==> src/rtl/ds1302_pkg.sv <==
// Shared types and constants for the DS1302 time scheduler.
// Latency: n/a (types and constants only).
// Backpressure: n/a.
//
// Time bundles are packed {year,week,month,date,hour,minute,second},
// one BCD byte per field. Bit 7 of the seconds byte is the chip's
// clock-halt flag.
package ds1302_pkg;

  typedef logic [55:0] time_bcd_t;

  typedef enum logic [2:0] {
    ST_BOOT,
    ST_CHK,
    ST_INIT,
    ST_RUN,
    ST_WR,
    ST_RBK
  } sched_state_t;

  localparam int SEC_OFS  = 0;
  localparam int MIN_OFS  = 8;
  localparam int HOUR_OFS = 16;
  localparam int DATE_OFS = 24;
  localparam int MON_OFS  = 32;
  localparam int WEEK_OFS = 40;
  localparam int YEAR_OFS = 48;
  localparam int CH_BIT   = 7;

  localparam time_bcd_t DEFAULT_TIME = 56'h24000809115956;

  // A time written to the chip must leave the oscillator running.
  function automatic time_bcd_t clr_ch(input time_bcd_t t);
    time_bcd_t r;
    r = t;
    r[SEC_OFS + CH_BIT] = 1'b0;
    return r;
  endfunction

endpackage

==> src/rtl/ds1302_time_sched_if.sv <==
// Request/ack bus between the time scheduler and ds1302_wr_ctrl.
// Latency: n/a (wiring only).
// Backpressure: level req held until a 1-cycle ack from the controller.
//
// master (scheduler): drives write_time_req, write_time, read_time_req;
//                     receives write_time_ack, read_time_ack, read_time.
// slave  (wr_ctrl)  : the mirror image.
interface ds1302_time_sched_if;
  import ds1302_pkg::*;

  logic      write_time_req;
  time_bcd_t write_time;
  logic      write_time_ack;
  logic      read_time_req;
  logic      read_time_ack;
  time_bcd_t read_time;

  modport master (
    output write_time_req, write_time, read_time_req,
    input  write_time_ack, read_time_ack, read_time
  );

  modport slave (
    input  write_time_req, write_time, read_time_req,
    output write_time_ack, read_time_ack, read_time
  );

endinterface

==> src/rtl/ds1302_sched_timer.sv <==
// Poll wrap counter plus per-transaction timeout counter.
// Latency: poll_wrap/txn_expired are combinational decodes of registered counters.
// Backpressure: none; counters free-run regardless of the bus.
//
// Ports:
//   ds1302_clk, ds1302_rst : clock, synchronous active-high reset
//   txn_clr                : restart the transaction counter (entry into a bus state)
//   poll_wrap              : high for the one cycle the poll counter sits at its last value
//   txn_expired            : transaction counter has reached TIMEOUT_CYCLES-1
module ds1302_sched_timer #(
  parameter int POLL_CYCLES    = 5_000_000,
  parameter int TIMEOUT_CYCLES = 1_000_000
) (
  input  logic ds1302_clk,
  input  logic ds1302_rst,
  input  logic txn_clr,
  output logic poll_wrap,
  output logic txn_expired
);

  localparam int PW = $clog2(POLL_CYCLES);
  localparam int TW = (TIMEOUT_CYCLES > 1) ? $clog2(TIMEOUT_CYCLES) : 1;
  localparam logic [PW-1:0] POLL_LAST = PW'(POLL_CYCLES - 1);
  localparam logic [TW-1:0] TMO_LAST  = TW'(TIMEOUT_CYCLES - 1);

  logic [PW-1:0] poll_cnt;
  logic [TW-1:0] txn_cnt;

  assign poll_wrap   = (poll_cnt == POLL_LAST);
  assign txn_expired = (txn_cnt == TMO_LAST);

  always_ff @(posedge ds1302_clk) begin
    if (ds1302_rst || poll_wrap) begin
      poll_cnt <= '0;
    end else begin
      poll_cnt <= poll_cnt + 1'b1;
    end
  end

  // Saturates so it never wraps back to zero while idle in RUN/BOOT.
  always_ff @(posedge ds1302_clk) begin
    if (ds1302_rst || txn_clr) begin
      txn_cnt <= '0;
    end else if (!txn_expired) begin
      txn_cnt <= txn_cnt + 1'b1;
    end
  end

endmodule

==> src/rtl/ds1302_time_sched.sv <==
// Boot check, periodic poll and user set-time sequencer in front of ds1302_wr_ctrl.
// Latency: req rises on the edge entering a bus state; outputs update on the ack edge.
// Backpressure: level req held until the controller acks or the transaction times out.
//
// Ports:
//   ds1302_clk, ds1302_rst : clock, synchronous active-high reset
//   set_req/set_time       : 1-cycle request to write set_time (latest request wins)
//   set_ack                : 1-cycle pulse when the user write completes
//   wr_bus                 : request/ack bus to ds1302_wr_ctrl (master side)
//   time_out/time_valid    : last good read time and its valid flag
//   time_upd               : 1-cycle pulse when time_out changes
//   busy                   : scheduler is in any state other than RUN
//   timeout_err            : 1-cycle pulse when a bus transaction times out
module ds1302_time_sched #(
  parameter int          POLL_CYCLES    = 5_000_000,
  parameter int          TIMEOUT_CYCLES = 1_000_000,
  parameter logic [55:0] DEFAULT_TIME   = ds1302_pkg::DEFAULT_TIME
) (
  input  logic                   ds1302_clk,
  input  logic                   ds1302_rst,
  input  logic                   set_req,
  input  ds1302_pkg::time_bcd_t  set_time,
  output logic                   set_ack,
  ds1302_time_sched_if.master    wr_bus,
  output ds1302_pkg::time_bcd_t  time_out,
  output logic                   time_valid,
  output logic                   time_upd,
  output logic                   busy,
  output logic                   timeout_err
);
  import ds1302_pkg::*;

  sched_state_t state_q, state_d;

  logic      rd_req_q, wr_req_q;
  time_bcd_t wr_time_q, pend_time_q;
  logic      set_pending_q, poll_due_q;

  logic rd_ack, wr_ack, rd_ch;
  logic start_rd, start_wr, load_default, latch_rd, wr_done, tmo;
  logic poll_wrap, txn_expired;

  // Acks are only meaningful while our own request is up.
  assign rd_ack = rd_req_q & wr_bus.read_time_ack;
  assign wr_ack = wr_req_q & wr_bus.write_time_ack;
  assign rd_ch  = wr_bus.read_time[SEC_OFS + CH_BIT];

  assign wr_bus.read_time_req  = rd_req_q;
  assign wr_bus.write_time_req = wr_req_q;
  assign wr_bus.write_time     = wr_time_q;

  ds1302_sched_timer #(
    .POLL_CYCLES    (POLL_CYCLES),
    .TIMEOUT_CYCLES (TIMEOUT_CYCLES)
  ) u_timer (
    .ds1302_clk  (ds1302_clk),
    .ds1302_rst  (ds1302_rst),
    .txn_clr     (start_rd | start_wr),
    .poll_wrap   (poll_wrap),
    .txn_expired (txn_expired)
  );

  always_ff @(posedge ds1302_clk) begin
    if (ds1302_rst) begin
      state_q <= ST_BOOT;
    end else begin
      state_q <= state_d;
    end
  end

  // start_rd/start_wr mark entry into a bus state, including re-entry of
  // CHK after a boot-time timeout; they raise the req and restart the timer.
  always_comb begin
    state_d      = state_q;
    start_rd     = 1'b0;
    start_wr     = 1'b0;
    load_default = 1'b0;
    latch_rd     = 1'b0;
    wr_done      = 1'b0;
    tmo          = 1'b0;
    case (state_q)
      ST_BOOT: begin
        state_d  = ST_CHK;
        start_rd = 1'b1;
      end
      ST_CHK, ST_RBK: begin
        if (rd_ack) begin
          if (rd_ch) begin
            state_d      = ST_INIT;
            start_wr     = 1'b1;
            load_default = 1'b1;
          end else begin
            state_d  = ST_RUN;
            latch_rd = 1'b1;
          end
        end else if (txn_expired) begin
          tmo = 1'b1;
          if (state_q == ST_CHK) begin
            state_d  = ST_CHK;
            start_rd = 1'b1;
          end else begin
            state_d = ST_RUN;
          end
        end
      end
      ST_INIT: begin
        if (wr_ack) begin
          state_d  = ST_RBK;
          start_rd = 1'b1;
        end else if (txn_expired) begin
          tmo      = 1'b1;
          state_d  = ST_CHK;
          start_rd = 1'b1;
        end
      end
      ST_RUN: begin
        if (set_pending_q) begin
          state_d  = ST_WR;
          start_wr = 1'b1;
        end else if (poll_due_q) begin
          state_d  = ST_RBK;
          start_rd = 1'b1;
        end
      end
      ST_WR: begin
        if (wr_ack) begin
          state_d  = ST_RBK;
          start_rd = 1'b1;
          wr_done  = 1'b1;
        end else if (txn_expired) begin
          // set_pending stays up, so RUN re-issues the write.
          tmo     = 1'b1;
          state_d = ST_RUN;
        end
      end
      default: state_d = ST_BOOT;
    endcase
  end

  always_ff @(posedge ds1302_clk) begin
    if (ds1302_rst) begin
      rd_req_q      <= 1'b0;
      wr_req_q      <= 1'b0;
      wr_time_q     <= '0;
      pend_time_q   <= '0;
      set_pending_q <= 1'b0;
      poll_due_q    <= 1'b0;
      time_out      <= '0;
      time_valid    <= 1'b0;
      time_upd      <= 1'b0;
      set_ack       <= 1'b0;
      timeout_err   <= 1'b0;
      busy          <= 1'b0;
    end else begin
      if (start_rd) begin
        rd_req_q <= 1'b1;
      end else if (rd_ack || tmo) begin
        rd_req_q <= 1'b0;
      end

      if (start_wr) begin
        wr_req_q  <= 1'b1;
        wr_time_q <= load_default ? clr_ch(DEFAULT_TIME) : pend_time_q;
      end else if (wr_ack || tmo) begin
        wr_req_q <= 1'b0;
      end

      // A request landing on the completing ack re-arms with the new data.
      if (set_req) begin
        set_pending_q <= 1'b1;
        pend_time_q   <= set_time;
      end else if (wr_done) begin
        set_pending_q <= 1'b0;
      end

      // Any RBK entry serves an outstanding poll, including the readback after WR.
      if (start_rd && (state_d == ST_RBK)) begin
        poll_due_q <= 1'b0;
      end else if (poll_wrap) begin
        poll_due_q <= 1'b1;
      end

      time_upd <= latch_rd;
      if (latch_rd) begin
        time_out   <= wr_bus.read_time;
        time_valid <= 1'b1;
      end

      set_ack     <= wr_done;
      timeout_err <= tmo;
      busy        <= (state_d != ST_RUN);
    end
  end

endmodule

==> src/flat_wrapper.sv <==
// flat-port wrapper written by rule: the top's interface ports become plain ports
module ds1302_time_sched_flat import ds1302_pkg::*;
#(
  parameter int          POLL_CYCLES    = 5_000_000,
  parameter int          TIMEOUT_CYCLES = 1_000_000,
  parameter logic [55:0] DEFAULT_TIME   = ds1302_pkg::DEFAULT_TIME
)
  (ds1302_clk, ds1302_rst, set_req, set_time, set_ack, time_out, time_valid, time_upd, busy, timeout_err, wr_bus_write_time_req, wr_bus_write_time, wr_bus_read_time_req, wr_bus_write_time_ack, wr_bus_read_time_ack, wr_bus_read_time);
  ds1302_time_sched_if wr_bus_i ();
  input  logic ds1302_clk;
  input  logic ds1302_rst;
  input  logic set_req;
  input  ds1302_pkg::time_bcd_t set_time;
  output logic set_ack;
  output ds1302_pkg::time_bcd_t time_out;
  output logic time_valid;
  output logic time_upd;
  output logic busy;
  output logic timeout_err;
  output wire logic [$bits(wr_bus_i.write_time_req)-1:0] wr_bus_write_time_req;
  output wire logic [$bits(wr_bus_i.write_time)-1:0] wr_bus_write_time;
  output wire logic [$bits(wr_bus_i.read_time_req)-1:0] wr_bus_read_time_req;
  input wire logic [$bits(wr_bus_i.write_time_ack)-1:0] wr_bus_write_time_ack;
  input wire logic [$bits(wr_bus_i.read_time_ack)-1:0] wr_bus_read_time_ack;
  input wire logic [$bits(wr_bus_i.read_time)-1:0] wr_bus_read_time;
  assign wr_bus_write_time_req = wr_bus_i.write_time_req;
  assign wr_bus_write_time = wr_bus_i.write_time;
  assign wr_bus_read_time_req = wr_bus_i.read_time_req;
  assign wr_bus_i.write_time_ack = wr_bus_write_time_ack;
  assign wr_bus_i.read_time_ack = wr_bus_read_time_ack;
  assign wr_bus_i.read_time = wr_bus_read_time;
  ds1302_time_sched #(.POLL_CYCLES(POLL_CYCLES), .TIMEOUT_CYCLES(TIMEOUT_CYCLES), .DEFAULT_TIME(DEFAULT_TIME)) u_core (.ds1302_clk(ds1302_clk), .ds1302_rst(ds1302_rst), .set_req(set_req), .set_time(set_time), .set_ack(set_ack), .wr_bus(wr_bus_i), .time_out(time_out), .time_valid(time_valid), .time_upd(time_upd), .busy(busy), .timeout_err(timeout_err));
endmodule
==> config.mk <==
export PLATFORM = sky130hd
export DESIGN_NAME = ds1302_time_sched_flat
export DESIGN_NICKNAME = d
export VERILOG_FILES = /design/src/rtl/ds1302_pkg.sv /design/src/rtl/ds1302_time_sched_if.sv /design/src/rtl/ds1302_sched_timer.sv /design/src/rtl/ds1302_time_sched.sv /design/src/flat_wrapper.sv
export SDC_FILE = /design/constraint.sdc
export NUM_CORES = 1
export LEC_CHECK = 0
export CAP_MARGIN = 20
export CORE_MARGIN = 4
export CORE_UTILIZATION = 30
export DETAILED_ROUTE_END_ITERATION = 16
export GPL_TIMING_DRIVEN = 0
export HOLD_SLACK_MARGIN = 0.15
export PLACE_DENSITY_LB_ADDON = 0.15
export SETUP_SLACK_MARGIN = 0.5
export SLEW_MARGIN = 25
export SYNTH_ARGS = -nofsm -noshare
export SYNTH_HDL_FRONTEND = slang
export SYNTH_SLANG_ARGS = --single-unit
==> constraint.sdc <==
create_clock -name ds1302_clk -period 2.25 [get_ports ds1302_clk]
set_clock_uncertainty 0.15 [all_clocks]
set_input_delay 0.45 -clock ds1302_clk [delete_from_list [all_inputs] [get_ports ds1302_clk]]
set_output_delay 0.45 -clock ds1302_clk [all_outputs]
set_load 0.02 [all_outputs]
==> results.md <==
Placement:
- Before CTS, the worst setup slack after placement is -0.709 ns.
- The placer congestion estimate is 0.797.
- Once placement finished, the instance area stood at 10900 um2.
- The detailed placer's ending HPWL is 17300 um.
- The count of buffers added on input and output ports is 234.

Synthesis:
- The prevailing post-synth register cell is sky130_fd_sc_hd__dfxtp_1.
- The portion of the post-synthesis area used by sequential elements is 54.8%.
- In this run, synthesis produced a sequential element count of 223.
- The number of nets produced by synthesis is 1001.
- The cell count after synthesis is 882.
- In the synthesized netlist the async set-or-reset flop fraction comes to 0%.
- The unique cell type count in the Yosys netlist is 51.
- The mean instance size in the synthesized netlist is 9.23 um2.
- The number of warnings printed during yosys synthesis is 0.
- The synthesized netlist occupies a cell area of 8140 um2.
- In this run, synthesis inferred 0 flip-flops with an integrated enable.

Drt:
- Dividing the detail-routed wire length by the instance count gives 16.3 um.
- The DRC violation count after routing is 0.
- The final layout contains routed wiring with a total length of 25400 um.
- The count of vias placed by the detailed router is 7228.
- After the first detailed-routing iteration, the DRC count stood at 358.
- The number of routed nets with antenna violations is 0.
- In the routed layout, each cell is associated on average with a via count of 4.65.
- The first detailed-routing pass ran for 4 iterations.

GRT:
- The largest net degree at the start of global routing is 14.
- The first-pass GRT wire length is 39500 um.
- The via count of the first global-routing pass is 7002.
- Global routing finished with a remaining overflow of 0.
- Global routing consumed, over all layers together, 16.0% of the routing resources.
- The number of antenna violations at the first check in global routing is 1.

Timing:
- The highest achievable clock rate is 445 MHz.
- Setup repair after global routing could not meet its margin everywhere.
- The number of failing hold endpoints at the final stage is 0.
- For the finished layout, the period the worst path requires is 2.25 ns.
- Setup violations remaining at the end of the flow were counted as 0.
- The least setup slack across all paths after layout is 0.00481 ns.
- Hold timing on the final database bottoms out at a slack of 0.251 ns.
- The final max-slew violation count is 0.
- The sum of negative setup slack is 0 ns.
- For the pin with the worst max-slew slack, the measured transition is 0.901 ns.
- The relative max-transition margin is 39.9%.
- The fraction of the cycle the final worst path needs is 99.8%.

Clock network:
- The number of buffers on the longest clock path is 3.
- The insertion delay of the later-clocked pin in the worst-skew pair is 0.53 ns.
- TritonCTS built the clock tree.
- The H-tree level count is 1.
- For this design, the CTS-stage hold fixing added 0 buffers.
- Clock-pin slew was measured on the worst setup and hold paths at 0.07 ns.
- The number of buffers inserted during clock tree synthesis is 25.
- The clock sink total is 223.
- The root buffer cell chosen for the clock tree is sky130_fd_sc_hd__clkbuf_16.

Setup path:
- The classification of the worst setup path is reg2reg.
- The required time at the endpoint of the critical path is 2.51 ns.
- The type of destination of the critical path is a flop.
- Of all nets on the critical path, the largest fanout is 4.
- The sort of element at the start of the critical path is a flop.
- Data on the critical path arrives at its endpoint at 2.51 ns.

Die:
- The number of placed I/O pins is 236.
- The total number of placement rows is 60.
- The die extent in y is 173 um.
- The die outline width is 173 um.
- The placeable core region is 26800 um2.
- The initial core utilization is 30.4%.
- The floorplan step defined a die boundary enclosing 29800 um2.

Run:
- The tool flagged a number of max-cap violations equal to 0.

Layout:
- The count of nets after finishing is 1314.
- Cells with a size suffix above 1 make up 30.5% of the layout.
- The finished cells cover 12600 um2.
- The final core utilization is 47.0%.
- The growth of design area from synthesis to finish is 54.7%.
- After filler insertion, the fill cell instance count of the layout stands at 2571.
- The repair_antennas step left the layout with diodes totalling 0.

Power and ir drop:
- The power dissipated by switching net loads is 2110 uW.
- Power spread over the standard cell area amounts to 757 nW/um2.
- The share of total power dissipated in combinational logic is 8.5%.
- The part of the total power dissipated in sequential elements is 43.1%.
- IR analysis of the VDD net gives a maximum drop of 0.474 mV.
- The analysis attributes to cell leakage a power of 0.00525 uW.
- Net switching is 22.1% of the power.
- Cell internal power was estimated by the tool at 7420 uW.
- The part of the total power dissipated in the clock network is 48.4%.

Worst hold path:
- The worst hold path belongs to the class in2reg.

Run status:
- The flow ran to the end, and the final reports show no timing, DRC or antenna violations.
## per-stage QoR
step	total power [uW]	std cells
finish	9530	1554
global route	9870	1554
CTS	9600	1542
detailed placement	4860	1457
global placement	4860	1457
floorplan	4500	882
## area by class of cell
type,instances,area [um2],area share (%)
clock buffers,34,719,5.71
plain buffers,54,477,3.79
flip-flops and latches,223,4500,35.7
repair buffers,286,2310,18.3
well taps,341,427,3.39
clock inverters,11,224,1.78
multi-input cells,598,3910,31.1
inverters,7,26.3,0.209
## power by group through the flow
stage	combinational [uW]	sequential [uW]	clock, uW
2_1_floorplan	286	4210	0
3_3_place_gp	669	4190	0
3_5_place_dp	668	4190	0
4_1_cts	767	4110	4730
5_1_grt	880	4120	4870
6_report	812	4110	4610
## kinds of logic after synthesis
family	synth area share [%]
AOI/OAI and AO/OA	11.5
DFF	54.8
adders and majority gates	0.307
and+or+nand+nor	19.4
buffers and inverters	3.04
muxes	6.89
xor gates and xnor gates	4.09
## layer usage
metal	global-route usage, %	share of wire [%]
met2	26.7	47
met3	3.21	4.7
met1	21.5	46
met4	3.86	2.1
met5	0	0.043
## layout by cell type (no fill, tap or decap), types with 4 or more instances in the layout
cell,synthesis,layout
sky130_fd_sc_hd__a22o_1,41,41
sky130_fd_sc_hd__buf_8,0,8
sky130_fd_sc_hd__clkbuf_2,0,17
sky130_fd_sc_hd__nand4_1,12,12
sky130_fd_sc_hd__a21oi_1,60,59
sky130_fd_sc_hd__nor2_1,134,108
sky130_fd_sc_hd__buf_4,0,36
sky130_fd_sc_hd__nand2_1,150,131
sky130_fd_sc_hd__xor2_1,17,14
sky130_fd_sc_hd__clkbuf_8,0,7
sky130_fd_sc_hd__inv_1,7,7
sky130_fd_sc_hd__a31oi_1,6,4
sky130_fd_sc_hd__xnor2_1,21,21
sky130_fd_sc_hd__nor2_4,1,21
sky130_fd_sc_hd__clkdlybuf4s50_1,0,114
sky130_fd_sc_hd__nand3_1,16,12
sky130_fd_sc_hd__nor2_2,0,6
sky130_fd_sc_hd__buf_6,2,17
sky130_fd_sc_hd__buf_2,3,121
sky130_fd_sc_hd__dfxtp_2,0,23
sky130_fd_sc_hd__and3_1,5,4
sky130_fd_sc_hd__and4_1,6,6
sky130_fd_sc_hd__dfxtp_1,223,198
sky130_fd_sc_hd__o21ai_1,0,14
sky130_fd_sc_hd__nor3_1,8,4
sky130_fd_sc_hd__clkbuf_16,0,31
sky130_fd_sc_hd__nand2_2,0,17
sky130_fd_sc_hd__clkbuf_1,40,9
sky130_fd_sc_hd__bufinv_16,0,6
sky130_fd_sc_hd__mux2i_1,56,56
sky130_fd_sc_hd__clkbuf_4,0,4
## repair_timing
| action | CTS | global route |
|---|---|---|
| endpoints found under the setup margin | 336 | 179 |
| gates resized for setup | 603 | 145 |
| buffers inserted | 32 | 10 |
| cloned | 8 | 2 |
| pin swaps | 71 | 36 |
## final timing paths
check / start / endpoint / slack, ns / cells after the start
max reg2reg: u_core.u_timer.txn_cnt[8] / u_core.poll_due_q / 0.005 / 5
min reg2reg: u_core.time_out[39] / u_core.time_out[39] / 0.30 / 2
max: u_core.u_timer.txn_cnt[8] / u_core.poll_due_q / 0.005 / 5
min: wr_bus_read_time_ack / u_core.wr_bus.read_time_req / 0.25 / 3
## flip-flops by register name, summed over array words and instances, names as in the netlist, 3 cells and up
signal and flops:
u_core.u_timer.txn_cnt 20, u_core.time_out 56, u_core.pend_time_q 56, u_core.state_q 3, u_core.u_timer.poll_cnt 23, u_core.wr_bus.write_time 56
## cell usage after synthesis, drive strengths merged (2+ instances only)
cell	count	area, um2
nand3b	2	15.0
clkbuf	40	150
nand4	12	75.1
a31oi	6	37.5
o21ai	17	85.1
a211oi	4	35.0
nor4	6	52.6
dfxtp	223	4460
and3	5	31.3
nand3	16	80.1
xnor2	21	184
ha	2	25.0
or4b	2	23.8
mux2i	56	561
a21oi	60	300
nand2	150	563
and4	6	52.6
or4	2	18.8
nor2b	4	25.0
nor2	135	514
nand2b	4	25.0
o22ai	3	18.8
xor2	17	149
a21o	2	15.0
inv	7	26.3
and2	2	12.5
buf	14	71.3
nor3	8	40.0
or2	2	12.5
a22o	41	359
## critical path, cell delays in order (launching register included)
cell and delay, ns:
sky130_fd_sc_hd__dfxtp_2 0.32, sky130_fd_sc_hd__or4b_4 0.54, sky130_fd_sc_hd__or4_4 0.55, sky130_fd_sc_hd__nor2_4 0.16
sky130_fd_sc_hd__a21oi_1 0.14, sky130_fd_sc_hd__o221a_1 0.26
(Power assumes the default switching activity.)
